**src/rtl/data_array_arbiter.sv**
```systemverilog
// data_array_arbiter
// Two-requester arbiter in front of a single-port, one-cycle-latency SRAM data array.
// Grants are combinational in the request cycle. Read data is returned on the winner's
// rvalid/rdata one cycle after the grant. Requester B can hold ownership across grants
// with b_lock.
//
// Build option: define DATA_ARB_ROUND_ROBIN_EN for round-robin contention in IDLE
// (the requester not granted most recently wins). When it is undefined, B always wins
// contention.
//
// Ports:
//   clk, rst                       clock, synchronous active-high reset
//   a_req/a_we/a_addr/a_wmask/a_wdata   requester A access
//   a_gnt, a_rvalid, a_rdata       requester A grant and read response
//   b_req/b_we/b_addr/b_wmask/b_wdata/b_lock   requester B access (+ ownership lock)
//   b_gnt, b_rvalid, b_rdata       requester B grant and read response
//   sram_csb/web/wmask/addr/din    SRAM control (active-low select/write enable)
//   sram_dout                      SRAM read data (valid the cycle after a read)
//   busy                           lock held or read response in flight
module data_array_arbiter #(
   parameter int unsigned ADDR_WIDTH = 4,
   parameter int unsigned DATA_WIDTH = 256,
   parameter int unsigned NUM_WMASKS = 32
) (
   input  logic                  clk,
   input  logic                  rst,
   input  logic                  a_req,
   input  logic                  a_we,
   input  logic [ADDR_WIDTH-1:0] a_addr,
   input  logic [NUM_WMASKS-1:0] a_wmask,
   input  logic [DATA_WIDTH-1:0] a_wdata,
   output logic                  a_gnt,
   output logic                  a_rvalid,
   output logic [DATA_WIDTH-1:0] a_rdata,
   input  logic                  b_req,
   input  logic                  b_we,
   input  logic [ADDR_WIDTH-1:0] b_addr,
   input  logic [NUM_WMASKS-1:0] b_wmask,
   input  logic [DATA_WIDTH-1:0] b_wdata,
   input  logic                  b_lock,
   output logic                  b_gnt,
   output logic                  b_rvalid,
   output logic [DATA_WIDTH-1:0] b_rdata,
   output logic                  sram_csb,
   output logic                  sram_web,
   output logic [NUM_WMASKS-1:0] sram_wmask,
   output logic [ADDR_WIDTH-1:0] sram_addr,
   output logic [DATA_WIDTH-1:0] sram_din,
   input  logic [DATA_WIDTH-1:0] sram_dout,
   output logic                  busy
);

   typedef enum logic {StIdle, StLockedB} state_e;

   state_e                  state_q, state_d;
   logic                    a_rvalid_q, b_rvalid_q;
   // sram_addr/sram_din keep their last driven value between grants
   logic [ADDR_WIDTH-1:0]   addr_q;
   logic [DATA_WIDTH-1:0]   din_q;

`ifdef DATA_ARB_ROUND_ROBIN_EN
   // 1: B was granted most recently, so A wins the next contention
   logic last_b_q, last_b_d;
`endif

   // Arbitration and lock FSM
   always_comb begin
      a_gnt   = 1'b0;
      b_gnt   = 1'b0;
      state_d = state_q;
      if (!rst) begin
         unique case (state_q)
            StIdle: begin
               if (a_req && b_req) begin
`ifdef DATA_ARB_ROUND_ROBIN_EN
                  a_gnt = last_b_q;
                  b_gnt = ~last_b_q;
`else
                  b_gnt = 1'b1;
`endif
               end else begin
                  a_gnt = a_req;
                  b_gnt = b_req;
               end
            end
            StLockedB: begin
               b_gnt = b_req;
            end
            default: begin
               state_d = StIdle;
            end
         endcase
         // Every B grant re-evaluates ownership from its own b_lock
         if (b_gnt) begin
            state_d = b_lock ? StLockedB : StIdle;
         end
      end
   end

`ifdef DATA_ARB_ROUND_ROBIN_EN
   always_comb begin
      last_b_d = last_b_q;
      if (b_gnt) begin
         last_b_d = 1'b1;
      end else if (a_gnt) begin
         last_b_d = 1'b0;
      end
   end
`endif

   // SRAM pin mux
   always_comb begin
      sram_csb   = 1'b1;
      sram_web   = 1'b1;
      sram_wmask = '0;
      sram_addr  = addr_q;
      sram_din   = din_q;
      if (a_gnt) begin
         sram_csb   = 1'b0;
         sram_web   = ~a_we;
         sram_wmask = a_we ? a_wmask : '0;
         sram_addr  = a_addr;
         sram_din   = a_wdata;
      end else if (b_gnt) begin
         sram_csb   = 1'b0;
         sram_web   = ~b_we;
         sram_wmask = b_we ? b_wmask : '0;
         sram_addr  = b_addr;
         sram_din   = b_wdata;
      end
      // Held values are stale until the reset edge clears them
      if (rst) begin
         sram_addr = '0;
         sram_din  = '0;
      end
   end

   always_ff @(posedge clk) begin
      if (rst) begin
         state_q    <= StIdle;
         a_rvalid_q <= 1'b0;
         b_rvalid_q <= 1'b0;
         addr_q     <= '0;
         din_q      <= '0;
`ifdef DATA_ARB_ROUND_ROBIN_EN
         last_b_q   <= 1'b1;
`endif
      end else begin
         state_q    <= state_d;
         a_rvalid_q <= a_gnt & ~a_we;
         b_rvalid_q <= b_gnt & ~b_we;
         addr_q     <= sram_addr;
         din_q      <= sram_din;
`ifdef DATA_ARB_ROUND_ROBIN_EN
         last_b_q   <= last_b_d;
`endif
      end
   end

   // Gate with rst so a read granted just before reset never shows a response
   always_comb begin
      a_rvalid = a_rvalid_q & ~rst;
      b_rvalid = b_rvalid_q & ~rst;
      a_rdata  = a_rvalid ? sram_dout : '0;
      b_rdata  = b_rvalid ? sram_dout : '0;
      busy     = ~rst & ((state_q == StLockedB) | a_rvalid_q | b_rvalid_q);
   end

endmodule

```
**config.mk**
```make
export PLATFORM = sky130hd
export DESIGN_NAME = data_array_arbiter
export DESIGN_NICKNAME = d
export VERILOG_FILES = /design/src/rtl/data_array_arbiter.sv
export SDC_FILE = /design/constraint.sdc
export NUM_CORES = 1
export LEC_CHECK = 0
export ABC_CLOCK_PERIOD_IN_PS = 2100
export CORE_AREA = 4 4 639 641
export CTS_BUF_LIST = sky130_fd_sc_hd__clkbuf_2
export DETAILED_ROUTE_END_ITERATION = 10
export DIE_AREA = 0 0 643 645
export PLACE_DENSITY = 0.3
export SKIP_CTS_REPAIR_TIMING = 1
export SYNTH_ARGS = -nofsm -noshare
export SYNTH_HDL_FRONTEND = slang
export SYNTH_SLANG_ARGS = --single-unit
```
**constraint.sdc**
```tcl
create_clock -name clk -period 2.1 [get_ports clk]
set_clock_uncertainty 0.2 [all_clocks]
set_input_delay 0.42 -clock clk [delete_from_list [all_inputs] [get_ports clk]]
set_output_delay 0.42 -clock clk [all_outputs]
set_load 0.01 [all_outputs]
```
### Yosys cells after proc, flatten, opt, wreduce, memory -nomap -nowiden

Index checks and enable logic that the tools add are counted.

| word-level totals | value |
|---|---|
| register bits after elaboration | 263 |
| output and inout port bits | 811 |
| logic and storage cells | 41 |
| input port bits | 847 |

| operators by class | value |
|---|---|
| muxes and demuxes | 24 |
| reductions and logical operators | 1 |
| bitwise gates (word level) | 11 |

Operators by type and width:

| kind | count |
|---|---|
| $mux W256 | 5 |
| $mux W32 | 4 |
| $mux W4 | 3 |
| $mux W1 | 11 |
| $and A1 B1 Y1 | 5 |
| $not A1 Y1 | 4 |
| $or A1 B1 Y1 | 2 |
| $pmux W1 S2 | 1 |
| $logic_and A1 B1 Y1 | 1 |

### Depth between registers and ports, before layout

Gate-level depths: netlist of run 1.

| logic depth | value |
|---|---|
| depth in word-level cells | 8 |
| depth in mapped cells | 6 |
| mapped depth without buffers | 2 |

### Worst setup path before layout of run 1

No wires, ideal clock.

| path | value |
|---|---|
| kind | input to output |
| start point | input a_req |
| end point | output sram_addr[3] |
| buffers on the path | 4 |
| arrival time | 1.674 ns |
| data required time | 1.480 ns |
| path slack | -0.194 ns |
| stages | 6 |
| cell sequence | buf_4 > or3b_1 > buf_2 > buf_6 > buf_6 > a211oi_1 |

| on the way | value |
|---|---|
| cells in the longest elaborated chain, start to end | 8 |
| elaborated cells on any way between the ends | 11 |
| those cells by class | mux: 10; reduce/logical: 1 |

Ends and longest elaborated chain:

| item | RTL line | RTL |
|---|---|---|
| from (decl) | 27 | `input logic a_req,` |
| $logic_and A1 B1 Y1 | 74 | `if (a_req && b_req) begin` |
| $mux W1 | 74 |  |
| $pmux W1 S2 | 72 | `unique case (state_q)` |
| $mux W1 (2 in series) | 71 | `if (!rst) begin` |
| $mux W4 | 124 | `end else if (b_gnt) begin` |
| $mux W4 (*) | 118 | `if (a_gnt) begin` |
| $mux W4 (*) | 132 | `if (rst) begin` |
| to (decl) | 47 | `output logic [ADDR_WIDTH-1:0] sram_addr,` |

Mark *: on every way between the ends. The rest lies on a longest branch, timed or not. The select of a mux whose other input is x is not followed.

### Final worst setup path of run 1

| path | value |
|---|---|
| start point | register state_q |
| end point | output sram_din[234] |

| on the way | value |
|---|---|
| cells in the longest elaborated chain, start to end | 7 |
| elaborated cells on any way between the ends | 9 |
| those cells by class | mux: 8; bitwise: 1 |

Ends and longest elaborated chain:

| item | RTL line | RTL |
|---|---|---|
| from (decl) | 55 | `state_e state_q, state_d;` |
| from (signal assigned) | 140 | `state_q <= StIdle;` |
| from (signal assigned) | 149 | `state_q <= state_d;` |
| $not A1 Y1 | n/a |  |
| $pmux W1 S2 | 72 |  |
| $mux W1 (2 in series) | 71 |  |
| $mux W256 | 124 |  |
| $mux W256 (*) | 118 |  |
| $mux W256 (*) | 132 |  |
| to (decl) | 48 | `output logic [DATA_WIDTH-1:0] sram_din,` |

Marks and branches as above.

==> results of run 1 <==
==> routing by layer <==
metal | global-route usage (%) | vias to the layer above | part of all wire, %
met3 | 3.34 | 351 | 5.8
met1 | 14.7 | 14600 | 36
li1 | - | 13300 | -
met4 | 3.19 | 38 | 2.8
met5 | 0 | - | 0.082
met2 | 27.5 | 1297 | 55
==> final timing paths <==
kind	end	slack (ns)	from	cells after the start
max	sram_din[234]	-2.15	state_q	5
min reg2reg	din_q[102]	0.41	din_q[102]	2
max reg2reg	din_q[135]	-0.05	state_q	6
min	din_q[227]	-0.40	a_wdata[227]	3
==> registers in the layout, summed over array words and instances, names as in the netlist <==
register and cells:
addr_q 4, din_q 256, state_q 1, b_rvalid_q 1, a_rvalid_q 1
==> cell families (layout without fill, tap and decap cells) <==
logic type,count (synthesis),in the layout,synth area share (%)
AND/OR/NAND/NOR,785,785,28.9
AO/OA/AOI/OAI,554,554,22.0
buffers and inverters,301,2875,8.30
flip-flops,263,263,27.3
multiplexers,261,261,13.6
other,0,50,0
==> area by class of cell <==
cell class | instances | area, sq um
sequential | 263 | 5270
clock inverter | 29 | 134
timing repair buffer | 2704 | 28700
antenna | 50 | 125
tap | 5287 | 6620
fill | 45800 | 347000
clock buffer | 142 | 711
multi-input combinational | 1600 | 13800
==> report_power, final <==
group,internal (mW),switching (mW),total (mW)
Clock,1.83,3.37,5.20
Combinational,5.27,4.65,9.92
Sequential,5.41,0.107,5.51
Total,12.5,8.13,20.6
==> cell usage in the layout, fill, tap and decap left out, types with 2 or more instances in the layout <==
cell type	instances
clkdlybuf4s50_1	1248
buf_4	733
and2_1	512
a211oi_1	401
buf_12	346
dfxtp_1	262
mux2i_1	261
nor4b_1	228
dlygate4sd3_1	228
clkbuf_2	170
a211oi_4	63
a211oi_2	56
diode_2	50
dlymetal6s2s_1	41
buf_2	34
buf_6	30
a32o_1	29
nor4b_2	27
clkinv_1	21
clkbuf_16	6
nor4b_4	5
buf_8	5
buf_16	4
nor2b_4	3
nor2_1	3
a32o_2	3
nor3_1	2
nor2b_1	2
clkinv_4	2
clkinv_2	2
clkinvlp_4	2
==> through the flow <==
stage                     setup TNS (ns)  hold slack (ns)  std cells  utilization, %  setup WS [ns]
final                           -1344.38           -0.400      10100            13.8          -2.15
after global routing            -1719.29           -0.718      10100            13.7          -2.53
after CTS                       -1864.94           -0.987       9774            12.8          -3.31
after detailed placement         -580.96            0.375       9603            12.6          -1.62
after global placement           -588.42            0.371       9603            12.6          -1.63
after floorplan                   -43.62            0.292       2164               -         -0.175
==> critical path: cells and delay by family (launching register included) <==
kind                   cells  cell delay (ns)
AOI/OAI and AO/OA          1             0.41
buffers and inverters      3             1.00
DFF                        1             0.38
and+or+nand+nor            1             0.41
==> impl_metrics.ini, run 1 <==
[logic_synthesis]
synthTopCellsByArea = dfxtp_1 (27%), a211oi_1 (20%), and2_1 (17%)
synthCells = 2164
synth-edff-count = 0
async_flop_share_pct = 0
yosys-top-cells-count = a211oi_1 (520), and2_1 (512), dfxtp_1 (263)
ys_warn_count = 0
synthesis.nets = 3011
syn_area_sq_um = 19300
synth.avg_cell_area_sq_um = 8.91
yosysTopAreaCell = dfxtp_1
yosysTopAreaCellShare_pct = 27.3
ys.flop_type = dfxtp_1
yosysMostFrequentCell = a211oi_1
synth_seq_area_share_pct = 27.3
synth_seq_cells = 263
synthDistinctLibCells = 19

[critical_path]
cp.required_ns = 1.48
cp-end-kind = primary output
crit_path_top_delay_cell = clkdlybuf4s50_1
crit_path_cell_trace = or3b_4, buf_12, buf_16, a211oi_4, clkdlybuf4s50_1
critPathMaxFanout = 23
crit_type = reg -> out
worst_ep_arrival_time_ns = 3.63
critical_path.max_stage_delay_ns = 0.62
startpoint_type = flop

[grt]
antenna_found_initial = 143
grt_max_degree = 82
track_usage_pct = 14.0
grt_overflow = 0
grt_pass1_wl_microns = 371000
grt_pass1_vias = 29200

[timing]
period_needed_ns = 4.25
fin_crit_sh_pct = 203
setup_viol = 815
hold_violations = 259
worst_pin_slew_ns = 0.966
drv_slew = 0
rsz0062_at_grt = true
finalWorstSetupSlack_ns = -2.15
relSlewSlack_pct = 35.4
whs_ns = -0.400
clock.fmax_mhz = 235

[finish]
drive_above_1_share_pct = 31.7
final_area_sq_um = 55400
final_nets = 5511
area_growth_syn_to_layout_pct = 187

[floorplanning]
core-area_sq_um = 402000
die_w_microns = 643
die_height_microns = 645
num_io_pins = 1658
dieArea_sq_um = 415000
start_util_pct = 4.79
rows = 233

[clock_network]
clockRootBuffer = clkbuf_2
clk_latency_ns = 1.32
cts.sinks = 263
htree_levels = 3
clockBufferDepth = 3
cts_made_buffers = 95
clk_pin_slew_ns = 0.09
cts_tree = built

[place]
place_congestion = 0.966
portBuffers = 1657
postPlaceCellArea_sq_um = 50700
dp_hpwl_microns = 271000

[route]
vias_per_cell = 2.94
post_drt_wl_per_cell_microns = 30.9
drt_wl_total_microns = 311000
via_count = 29600
drt-pass1-iter-count = 5
ant_nets = 0
drt_iter0_markers = 1699
drc = 0

[power_and_ir_drop]
powerDensity_nw_per_um2 = 373
p_leak_nw = 20.8
finalPower_mw = 20.6
irDropWorstVdd_uv = 292

[outcome]
violations = negative hold slack, negative setup slack
outcome = complete, but fails checks

[job]
max_cap_violations = 0

[min_path]
hp-class = in -> reg
(Power assumes the default switching activity.)
==> inputs of run 2 (changes only) <==
--- a/config.mk
+++ b/config.mk
@@ -10,8 +10,10 @@
 export CTS_BUF_LIST = sky130_fd_sc_hd__clkbuf_2
 export DETAILED_ROUTE_END_ITERATION = 10
 export DIE_AREA = 0 0 643 645
+export GPL_TIMING_DRIVEN = 0
 export PLACE_DENSITY = 0.3
 export SKIP_CTS_REPAIR_TIMING = 1
+export SLEW_MARGIN = 30
 export SYNTH_ARGS = -nofsm -noshare
 export SYNTH_HDL_FRONTEND = slang
 export SYNTH_SLANG_ARGS = --single-unit
==> impl_metrics.ini, run 2 (synthesis results as in run 1) <==
[finish]
layout_common_cells = clkdlybuf4s50_1 (1242), and2_1 (463), a211oi_1 (415), dlymetal6s2s_1 (291), mux2i_1 (261)
final_nets = 4951
largest_reg_flops = 256
top_regs = din_q x256, addr_q x4
drive_above_1_share_pct = 17.2
final_area_sq_um = 48000
multi_input_area_sq_um = 13800
fill_cells = 46300
mostFrequentLayoutCell = clkdlybuf4s50_1
seqCellArea_sq_um = 5270
regMostFlops = din_q
area_growth_syn_to_layout_pct = 149

[timing]
drv_slew = 0
relSlewSlack_pct = 24.3
whs_ns = -0.476
finalWorstSetupSlack_ns = -2.10
tns_ns = -1402.34
clock.fmax_mhz = 238
rsz0062_at_grt = true
setup_viol = 814
hold_violations = 260
fin_crit_sh_pct = 200
worst_pin_slew_ns = 1.13
period_needed_ns = 4.20

[place]
portBuffers = 1654
pre_cts_slack_ns = -2.97
postPlaceCellArea_sq_um = 42900
dp_hpwl_microns = 305000
place_congestion = 0.948

[floorplanning]
dieArea_sq_um = 415000
die_w_microns = 643
start_util_pct = 4.79
num_io_pins = 1658
rows = 233
core-area_sq_um = 402000
die_height_microns = 645

[min_path]
hp-class = in -> reg

[route]
vias_per_cell = 2.97
post_drt_wl_per_cell_microns = 35.9
drt_wl_total_microns = 341000
ant_nets = 0
drt-pass1-iter-count = 7
drt_iter0_markers = 1732
drc = 0
via_count = 28300

[grt]
grt_overflow = 0
busiest_layer = met2
grt_util_met1_pct = 15.9
antenna_found_initial = 201
grt_max_degree = 16
track_usage_pct = 15.5
grt_pass1_vias = 28000
grt_pass1_wl_microns = 401000
grt_use_met2_pct = 31.3
met3_usage_pct = 3.60

[clock_network]
clockRootBuffer = clkbuf_2
cts_made_buffers = 92
cts_tree = built
cts.sinks = 263
clk_pin_slew_ns = 0.10
htree_levels = 3
clk_latency_ns = 1.34
clockBufferDepth = 3

[critical_path]
startpoint_type = flop
path_delay_family = buffers and inverters
critPathMaxFanout = 11
cp.required_ns = 1.48
cp.buffers_inverters = 4
crit_type = reg -> out
cp-end-kind = primary output
worst_ep_arrival_time_ns = 3.58
critical_path.max_stage_delay_ns = 0.59
crit_path_top_delay_cell = a211oi_4
crit_path_cell_trace = or3b_4, buf_12, buf_12, buf_6, a211oi_4, buf_6

[power_and_ir_drop]
powerDensity_nw_per_um2 = 405
p_leak_nw = 20.2
irDropWorstVdd_uv = 455

[outcome]
violations = negative hold slack, negative setup slack
outcome = complete, but fails checks

[job]
max_cap_violations = 0
==> run 2: changes by cell type in the layout (fill, tap and decap cells not counted), moves of 44 or more <==
| cell | delta |
|---|---|
| and2_1 | -49 |
| clkbuf_1 | +93 |
| clkbuf_2 | +63 |
| dlygate4sd3_1 | -75 |
| buf_4 | -697 |
| buf_6 | +77 |
| buf_12 | -316 |
| and2_2 | +44 |
| dlymetal6s2s_1 | +250 |
==> run 2: area by class of cell <==
class	count	share of cell area (%)
well taps	5287	13.8
flip-flops and latches	263	11.0
plain buffers	301	4.48
repair buffers	1846	40.0
diodes	61	0.318
clock buffers	138	1.44
clock inverters	22	0.295
multi-input cells	1600	28.7
==> run 2: worst register-to-register path, stage by stage, from the launching register on <==
cell and delay [ns]:
dfxtp_4 0.36, buf_12 0.16, clkbuf_2 0.41, nor4b_1 0.74, a211oi_1 0.10
==> run 2: report_power, final <==
part           switching, mW  internal, mW
Combinational           4.77          3.91
Clock                   3.33          1.92
Sequential             0.109          5.41
==> run 2: routing by layer <==
metal  part of all wire (%)  vias up
li1                       -    12200
met1                     35    14100
met2                     55     1504
met3                    6.3      471
met4                    3.8       38
met5                  0.071        -
==> run 2: worst paths after layout <==
kind	startpoint	end	slack, ns	depth (start not counted)
min	b_req	din_q[225]	-0.48	5
min reg2reg	din_q[91]	din_q[91]	0.41	2
max	state_q	sram_din[60]	-2.10	6
max reg2reg	state_q	din_q[62]	-0.11	4
==> run 2: through the flow <==
stage | power (mW) | hold WS (ns) | instances | util [%]
after floorplan | 8.00 | 0.292 | 2164 | -
after global placement | 13.7 | 0.379 | 9105 | 10.6
final | 19.4 | -0.476 | 9518 | 11.9
after detailed placement | 13.7 | 0.385 | 9118 | 10.7
after global routing | 20.5 | -0.691 | 9476 | 11.9
after CTS | 19.4 | -0.913 | 9278 | 10.9
